File: src/rtl/processor_pkg.sv
// processor_pkg: target-id type and default address map shared by the instruction bus demux.
package processor_pkg;
    localparam int MAX_TARGETS = 8;
    localparam int CNT_W = 4;
    // one id beyond the last real target is reserved for the internal error responder
    typedef logic [$clog2(MAX_TARGETS + 1)-1:0] tgt_id_t;
    localparam logic [31:0] DEF_TGT_BASE [2] = '{32'h0000_0000, 32'h8000_0000};
    localparam logic [31:0] DEF_TGT_MASK [2] = '{32'hFFFF_F000, 32'hFFFF_0000};
endpackage

File: src/rtl/instr_txn_tracker.sv
// instr_txn_tracker: counts granted-but-unanswered transactions and remembers which target owns them.
module instr_txn_tracker
    import processor_pkg::*;
#(
    parameter int MAX_OUTSTANDING = 2
) (
    input  logic             clk,
    input  logic             rst,
    input  logic             i_grant,
    input  tgt_id_t          i_grant_id,
    input  logic             i_resp,
    output logic [CNT_W-1:0] o_count,
    output tgt_id_t          o_active_id
);
    logic [CNT_W-1:0] r_count;
    tgt_id_t          r_active_id;

    always_ff @(posedge clk) begin
        if (rst) begin
            r_count     <= '0;
            r_active_id <= '0;
        end else begin
            if (i_grant && !i_resp && r_count < CNT_W'(MAX_OUTSTANDING))
                r_count <= r_count + 1'b1;
            else if (i_resp && !i_grant && r_count != '0)
                r_count <= r_count - 1'b1;
            if (i_grant)
                r_active_id <= i_grant_id;
        end
    end

    assign o_count     = r_count;
    assign o_active_id = r_active_id;
endmodule

File: src/rtl/instr_bus_demux.sv
// instr_bus_demux: routes one instruction-fetch initiator to N address-decoded targets,
// keeping responses in order by only issuing to a new target once the bus has drained.
module instr_bus_demux
    import processor_pkg::*;
#(
    parameter int          NUM_TARGETS     = 2,
    parameter int          MAX_OUTSTANDING = 2,
    parameter logic [31:0] TGT_BASE [NUM_TARGETS] = DEF_TGT_BASE,
    parameter logic [31:0] TGT_MASK [NUM_TARGETS] = DEF_TGT_MASK
) (
    input  logic                        clk,
    input  logic                        rst,
    input  logic                        instr_req_i,
    input  logic [31:0]                 instr_addr_i,
    output logic                        instr_gnt_o,
    output logic                        instr_rvalid_o,
    output logic [31:0]                 instr_rdata_o,
    output logic                        instr_err_o,
    output logic [NUM_TARGETS-1:0]      tgt_req_o,
    output logic [NUM_TARGETS-1:0][31:0] tgt_addr_o,
    input  logic [NUM_TARGETS-1:0]      tgt_gnt_i,
    input  logic [NUM_TARGETS-1:0]      tgt_rvalid_i,
    input  logic [NUM_TARGETS-1:0][31:0] tgt_rdata_i,
    input  logic [NUM_TARGETS-1:0]      tgt_err_i,
    output logic                        proto_err_o
);
    localparam tgt_id_t ERR_ID = tgt_id_t'(NUM_TARGETS);

    tgt_id_t          w_sel;
    tgt_id_t          w_active_id;
    logic [CNT_W-1:0] w_count;
    logic             w_sel_gnt;
    logic             w_busy;
    logic             w_block;
    logic             w_allow;
    logic             w_issue;
    logic             w_grant;
    logic             w_rvalid;
    logic             w_rerr;
    logic [31:0]      w_rdata;
    logic             w_bad;
    logic             r_err_pend;
    logic             r_rst_hold;
    logic             r_proto_err;

    // descending scan so the lowest hitting index is the one left standing
    always_comb begin
        w_sel = ERR_ID;
        for (int i = NUM_TARGETS - 1; i >= 0; i--)
            if ((instr_addr_i & TGT_MASK[i]) == TGT_BASE[i])
                w_sel = tgt_id_t'(i);
        w_sel_gnt = (w_sel == ERR_ID);
        for (int i = 0; i < NUM_TARGETS; i++)
            if (w_sel == tgt_id_t'(i))
                w_sel_gnt = tgt_gnt_i[i];
    end

    assign w_busy  = (w_count != '0);
    assign w_block = rst | r_rst_hold;
    assign w_allow = !w_block && (w_count < CNT_W'(MAX_OUTSTANDING)) && (!w_busy || w_sel == w_active_id);
    assign w_issue = instr_req_i && w_allow;
    assign w_grant = w_issue && w_sel_gnt;

    always_comb begin
        tgt_req_o  = '0;
        tgt_addr_o = '0;
        for (int i = 0; i < NUM_TARGETS; i++) begin
            tgt_req_o[i]  = w_issue && (w_sel == tgt_id_t'(i));
            tgt_addr_o[i] = instr_addr_i;
        end
    end

    always_comb begin
        w_rvalid = 1'b0;
        w_rdata  = '0;
        w_rerr   = 1'b0;
        w_bad    = 1'b0;
        for (int i = 0; i < NUM_TARGETS; i++) begin
            if (w_busy && w_active_id == tgt_id_t'(i)) begin
                w_rvalid = tgt_rvalid_i[i];
                w_rdata  = tgt_rdata_i[i];
                w_rerr   = tgt_err_i[i];
            end else if (tgt_rvalid_i[i]) begin
                w_bad = 1'b1;
            end
        end
        if (w_busy && w_active_id == ERR_ID) begin
            w_rvalid = r_err_pend;
            w_rerr   = 1'b1;
        end
    end

    assign instr_gnt_o    = w_grant;
    assign instr_rvalid_o = w_rvalid && !rst;
    assign instr_rdata_o  = instr_rvalid_o ? w_rdata : '0;
    assign instr_err_o    = instr_rvalid_o && w_rerr;
    assign proto_err_o    = r_proto_err;

    always_ff @(posedge clk) begin
        if (rst) begin
            r_err_pend  <= 1'b0;
            r_proto_err <= 1'b0;
            r_rst_hold  <= 1'b1;
        end else begin
            r_err_pend  <= w_grant && (w_sel == ERR_ID);
            r_proto_err <= r_proto_err | w_bad;
            r_rst_hold  <= 1'b0;
        end
    end

    instr_txn_tracker #(
        .MAX_OUTSTANDING(MAX_OUTSTANDING)
    ) u_tracker (
        .clk        (clk),
        .rst        (rst),
        .i_grant    (w_grant),
        .i_grant_id (w_sel),
        .i_resp     (instr_rvalid_o),
        .o_count    (w_count),
        .o_active_id(w_active_id)
    );
endmodule

File: config.mk
export PLATFORM = sky130hd
export DESIGN_NAME = instr_bus_demux
export DESIGN_NICKNAME = d
export VERILOG_FILES = /design/src/rtl/processor_pkg.sv /design/src/rtl/instr_txn_tracker.sv /design/src/rtl/instr_bus_demux.sv
export SDC_FILE = /design/constraint.sdc
export NUM_CORES = 1
export LEC_CHECK = 0
export CAP_MARGIN = 5
export CORE_AREA = 2 2 79 81
export CTS_BUF_LIST = sky130_fd_sc_hd__clkbuf_16
export CTS_CLUSTER_DIAMETER = 200
export DETAILED_ROUTE_END_ITERATION = 8
export DIE_AREA = 0 0 81 83
export PLACE_DENSITY = 0.86
export SYNTH_ARGS = -nofsm -noshare
export SYNTH_HDL_FRONTEND = slang
export SYNTH_SLANG_ARGS = --single-unit
File: constraint.sdc
create_clock -name clk -period 6.5 [get_ports clk]
set_input_delay 1.3 -clock clk [delete_from_list [all_inputs] [get_ports clk]]
set_output_delay 1.3 -clock clk [all_outputs]
set_load 0.01 [all_outputs]
==> results of run 1 <==
[layout make-up]
| class | count | area [um2] |
|---|---|---|
| clock inverter | 1 | 5.00 |
| multi-input combinational | 129 | 853 |
| fill | 566 | 2850 |
| clock buffer | 3 | 75.1 |
| inverter | 10 | 40.0 |
| sequential | 9 | 180 |
| timing repair buffer | 172 | 1720 |
| tap | 75 | 93.8 |
[routing by layer]
| layer | global-route usage (%) | vias up | wire length (um) |
|---|---|---|---|
| met4 | 6.32 | 0 | 177 |
| li1 | - | 926 | - |
| met1 | 18.1 | 862 | 2130 |
| met3 | 4.13 | 19 | 463 |
| met2 | 30.1 | 98 | 3100 |
| met5 | 0 | - | 0 |
[logic make-up (layout without fill, tap and decap cells)]
kind of cell	after synthesis	count (layout)	share of synthesized area, %
buffers and inverters	88	186	36.4
AND/OR/NAND/NOR	67	67	19.5
AO/OA/AOI/OAI	56	56	27.5
flip-flops	9	9	11.2
adder cells (fa/ha/maj)	3	3	2.80
multiplexers	2	2	2.02
XOR/XNOR	1	1	0.544
[report_power, final]
group          total [uW]  internal, uW  switching (uW)
Sequential           89.2          69.0            20.2
Combinational         427           220             207
Clock                 108          81.0            26.6
Total                 624           370             254
[stage by stage]
step	hold WS (ns)	instance area, um2	util, %	instances
2_1_floorplan	0.485	1610	-	226
3_3_place_gp	0.476	2880	49.6	395
3_5_place_dp	0.503	2880	49.6	395
4_1_cts	0.511	2960	51.0	399
5_1_grt	0.542	2960	51.0	399
6_report	0.501	2960	51.0	399
[placed cells by master (no fill, tap or decap), types with 2 or more instances in the layout]
| master | count |
|---|---|
| nor4_1 | 5 |
| dfxtp_1 | 9 |
| inv_1 | 9 |
| clkbuf_16 | 3 |
| a21oi_1 | 4 |
| nor3_1 | 4 |
| buf_4 | 2 |
| ha_1 | 2 |
| clkdlybuf4s50_1 | 170 |
| nand3b_1 | 2 |
| nand2_1 | 3 |
| o32ai_1 | 2 |
| o31a_1 | 2 |
| a22oi_1 | 32 |
| a31oi_1 | 2 |
| nor2_1 | 42 |
| o21a_1 | 2 |
[worst register-to-register path: stages (launching register included)]
cell and delay (ns):
dfxtp_1 0.53, nand2b_1 0.20, o31a_1 0.32, o21ai_1 0.14, a31oi_4 0.17, inv_4 0.13, nand2_1 0.12, ha_1 0.29
a21o_1 0.18, a21oi_1 0.24, a41o_2 0.22, a21oi_1 0.03
[worst paths after layout]
path                                 start                    to  slack, ns  cells after the start
setup reg to reg  u_tracker.o_active_id[1]  u_tracker.o_count[3]       3.81                     11
setup / recovery           tgt_rvalid_i[0]        instr_rvalid_o       1.36                      6
hold reg to reg                proto_err_o           proto_err_o       0.50                      2
hold / removal                 proto_err_o           proto_err_o       0.50                      2
[registers in the layout, indices dropped and copies added (netlist names)]
signal                 cells
r_err_pend                 1
r_rst_hold                 1
proto_err_o                1
u_tracker.o_active_id      2
u_tracker.o_count          4
==> impl_metrics.tcl, run 1 <==
set metrics [dict create \
    grt_max_degree 37 \
    drcViolationCount 0 \
    cp-end-kind "output pin" \
    hold_buffers 0 \
    crit_family "buffers and inverters" \
    layout-area-overhead-vs-synth_pct 84.1 \
    setup_viol 0 \
    min_period_over_period_pct 79.1 \
    totalWireLength_mm 5.87 \
    leakagePower_uw 0.00102 \
    worst_path_max_delay_cell "or3_1" \
    clock_skew_ns 0.00254 \
    diodes 0 \
    syn_area_per_cell_um2 7.13 \
    io_pins 207 \
    grt_first_pass_wirelength_mm 9.08 \
    cts.path.max_buffers 2 \
    avgRoutedWirePerCell_um 14.7 \
    grt.total_usage_pct 16.6 \
    p_total_uw 624 \
    hold_class "reg -> reg" \
    antenna_found_initial 0 \
    synth_top_area_cell "buf_4" \
    critical_path_class "in -> out" \
    initial_core_util_pct 27.7 \
    core_mm2 0.00582 \
    fp.dieH_um 83 \
    pre_cts_slack_ns 1.36 \
    nets 433 \
    clk_pin_slew_ns 0.04 \
    cts_setup_buffers 0 \
    clock-sinks 9 \
    crit_fanout 36 \
    finalWorstPathRequiredPeriod_ns 5.14 \
    outcome "finished, final reports clean" \
    drv_slew 0 \
    cts-root-buf "clkbuf_16" \
    ys_ff_latch 9 \
    synth_seq_area_share_pct 11.2 \
    synth.distinct_cells 45 \
    synth_most_common_cell "buf_4" \
    htreeDepth 1 \
    grt_pass1_vias 1887 \
    viasPerCell 4.77 \
    rsz0062_at_grt "false" \
    layout-drive-gt1-share_pct 4.94 \
    ys.warnings.count 0 \
    io_buffers 170 \
    syn_nets 334 \
    relSlewSlack_pct 22.0 \
    die_w_um 81 \
    ir_drop_mv 0.155 \
    dp_hpwl_mm 4.88 \
    synth_edf_count 0 \
    required_ns 5.20 \
    final.setup.worst_slack_ns 1.36 \
    worstSkewPairLatency_ns 0.23 \
    path_common_cell "clkdlybuf4s50_1" \
    final_hold_viol_count 0 \
    ys.flop_type "dfxtp_1" \
    netlist_area_mm2 0.00161 \
    vias 1905 \
    tns_ns 0 \
    gp_congestion 0.859 \
    arrival_ns 3.84 \
    fmax_ghz 0.195 \
    synth_top_cell_area_share_pct 30.3 \
    cts_tree "built" \
    synthArstFlopShare_pct 0 \
    synth_top_cells_by_count "buf_4 (65), nor2_1 (42), a22oi_1 (32), clkbuf_1 (10)" \
    rows 28 \
    path_cells "clkdlybuf4s50_1 -> mux2i_1 -> o22a_1 -> or3_1 -> inv_1 -> clkdlybuf4s50_1" \
    cts-buffers-inserted 3 \
    die_area_mm2 0.00672 \
    p_per_area_mw_per_mm2 211 \
    synthCells 226 \
    path_buf_inv 3 \
    final_antenna_net_count 0 \
    drt_iter0_drc 139 \
    synth.top_cells.by_area "buf_4 (30%), a22oi_1 (15%), dfxtp_1 (11%)" \
    postCtsResizedCells 0 \
    overflow 0 \
    tightest_slew_ns 1.17 \
    maxCapViolCount 0 \
    dr.pass1.iters 4 \
    start_kind "input pin" \
    cpPeakStageDelay_ns 0.83 \
]
(Power assumes the default switching activity.)
==> run 2, diff against run 1 <==
Settings changed: CORE_AREA 2 2 79 81 to default, CORE_UTILIZATION from default to 26, DIE_AREA 0 0 81 83 to default, PLACE_DENSITY 0.86 to 0.82.
Clock period 6.5 ns to 5.3 ns, I/O delays scaled along.
==> run 2 against run 1 <==
Against the previous run:
- via count is 0.31% lower
- combinational power is 23% higher
- sequential power is 21% higher
- non-clock buffer count is 1 higher
- final cell count is 0.25% higher
- final area is 0.21% higher
- register-to-register slack worse by 1.1 ns
- die area is 3.1% lower
- power is 22% higher
- routed wire length is 3.1% lower
- core utilization is 1.1 points lower
- largest cell class unchanged
- highest routed layer unchanged
==> impl_metrics.tcl, run 2 (synthesized netlist as in run 1, its figures left out) <==
set metrics [dict create \
    largest_reg_flops 4 \
    rows 28 \
    diodes 0 \
    multiInputGateArea_um2 853 \
    reg2reg_depth 11 \
    cts-root-buf "clkbuf_16" \
    critical_path_class "in -> out" \
    cts_setup_buffers 0 \
    die_area_mm2 0.00651 \
    outcome "finished, final reports clean" \
    hold_class "reg -> reg" \
    cts_tree "built" \
    crit_fanout 5 \
    startpoint "instr_addr_i[13]" \
    cts.path.max_buffers 2 \
    worst_path_max_delay_cell "nor4_1" \
    final_hold_viol_count 0 \
    path_common_cell "clkdlybuf4s50_1" \
    dp_hpwl_mm 4.73 \
    totalWireLength_mm 5.69 \
    htreeDepth 1 \
    seq_area_um2 180 \
    tightest_slew_ns 0.978 \
    relSlewSlack_pct 34.5 \
    cts-buffers-inserted 3 \
    fin_hold_ws_ns 0.483 \
    crit_path_end "tgt_req_o[1]" \
    worstSkewPairLatency_ns 0.23 \
    gp_congestion 0.724 \
    ir_drop_mv 0.144 \
    tns_ns 0 \
    min_period_over_period_pct 84.5 \
    clock-sinks 9 \
    fmax_ghz 0.223 \
    finalWorstPathRequiredPeriod_ns 4.48 \
    leakagePower_uw 0.00102 \
    dr.pass1.iters 4 \
    arrival_ns 3.42 \
    drv_slew 0 \
    start_kind "input pin" \
    p_total_uw 762 \
    drt_iter0_drc 95 \
    core_mm2 0.00596 \
    path_cells "clkdlybuf4s50_1 -> nor4_1 -> a21oi_1 -> nor4b_1 -> nor3_1 -> nor2_1 -> clkdlybuf4s50_1" \
    hold_buffers 0 \
    path_depth 7 \
    postCtsResizedCells 0 \
    p_per_area_mw_per_mm2 256 \
    r2r_end "u_tracker.o_count[3]" \
    reg2reg_slack_ns 2.67 \
    antenna_found_initial 0 \
    cpPeakStageDelay_ns 0.55 \
    vias 1899 \
    final_antenna_net_count 0 \
    avgRoutedWirePerCell_um 14.2 \
    rsz0062_at_grt "false" \
    nFillCells 591 \
    final_cell_mix "clkdlybuf4s50_1 (170), nor2_1 (42), a22oi_1 (32), inv_1 (10), dfxtp_1 (9)" \
    die_w_um 80.7 \
    io_buffers 170 \
    viasPerCell 4.75 \
    drcViolationCount 0 \
    clk_pin_slew_ns 0.04 \
    cp-end-kind "output pin" \
    path_buf_inv 2 \
    overflow 0 \
    layout-area-overhead-vs-synth_pct 84.5 \
    clock_skew_ns 0.00132 \
    required_ns 4.24 \
    io_pins 207 \
    grt_max_degree 36 \
    reg2reg_from "u_tracker.o_active_id[1]" \
    crit_family "simple AND/OR/NAND/NOR gates" \
    grt_first_pass_wirelength_mm 8.57 \
    layout-drive-gt1-share_pct 4.92 \
    maxCapViolCount 0 \
    grt_pass1_vias 1808 \
    nets 434 \
    final_common_cell "clkdlybuf4s50_1" \
    initial_core_util_pct 27.0 \
    setup_viol 0 \
    fp.dieH_um 80.7 \
    grt.total_usage_pct 16.6 \
]
## run 2: layer usage
metal,vias to the layer above,wire (um),GRT usage (%)
met5,-,0,0
met4,0,185,6.61
met3,22,428,3.07
met2,87,3020,30.3
met1,858,2060,18.9
li1,932,-,-
## run 2: worst register-to-register path: stages, from the launching register on
cell      delay (ns)
dfxtp_1         0.51
nand2b_1        0.17
o31a_1          0.31
o21ai_1         0.15
a31oi_4         0.18
inv_4           0.13
nand2_1         0.12
ha_1            0.30
a21o_1          0.17
a21oi_1         0.22
a41o_2          0.22
a21oi_1         0.04
## run 2: where the power goes
| part | internal [uW] | leakage (uW) | switching [uW] | total, uW |
|---|---|---|---|---|
| Combinational | 273 | 0.000906 | 250 | 524 |
| Clock | 98.4 | 0.0000423 | 31.7 | 130 |
| Sequential | 84.7 | 0.0000742 | 23.3 | 108 |
## run 2: cell type report
cell class / count / area share, %
Clock buffer: 3 / 2.53
Clock inverter: 1 / 0.126
Inverter: 10 / 1.35
Multi-Input combinational cell: 129 / 28.7
Sequential cell: 9 / 6.07
Tap cell: 75 / 3.16
Timing Repair Buffer: 173 / 58.0
## run 2: worst min-delay path by stage
stage | startpoint | to | cells after the start
2_1_floorplan | u_tracker.o_count[2] | u_tracker.o_count[2] | 2
3_5_place_dp | proto_err_o | proto_err_o | 2
6_report | proto_err_o | proto_err_o | 2
5_1_grt | proto_err_o | proto_err_o | 2
4_1_cts | proto_err_o | proto_err_o | 2
3_3_place_gp | proto_err_o | proto_err_o | 2
## run 2: metrics by stage
step                      instance area, um2  instances  util, %  worst slack (ns)
after floorplan                         1610        226        -              1.95
after global placement                  2890        396     48.6             0.829
after detailed placement                2890        396     48.6             0.800
after CTS                               2970        400     49.9             0.804
after global routing                    2970        400     49.9             0.556
final                                   2970        400     49.9             0.821
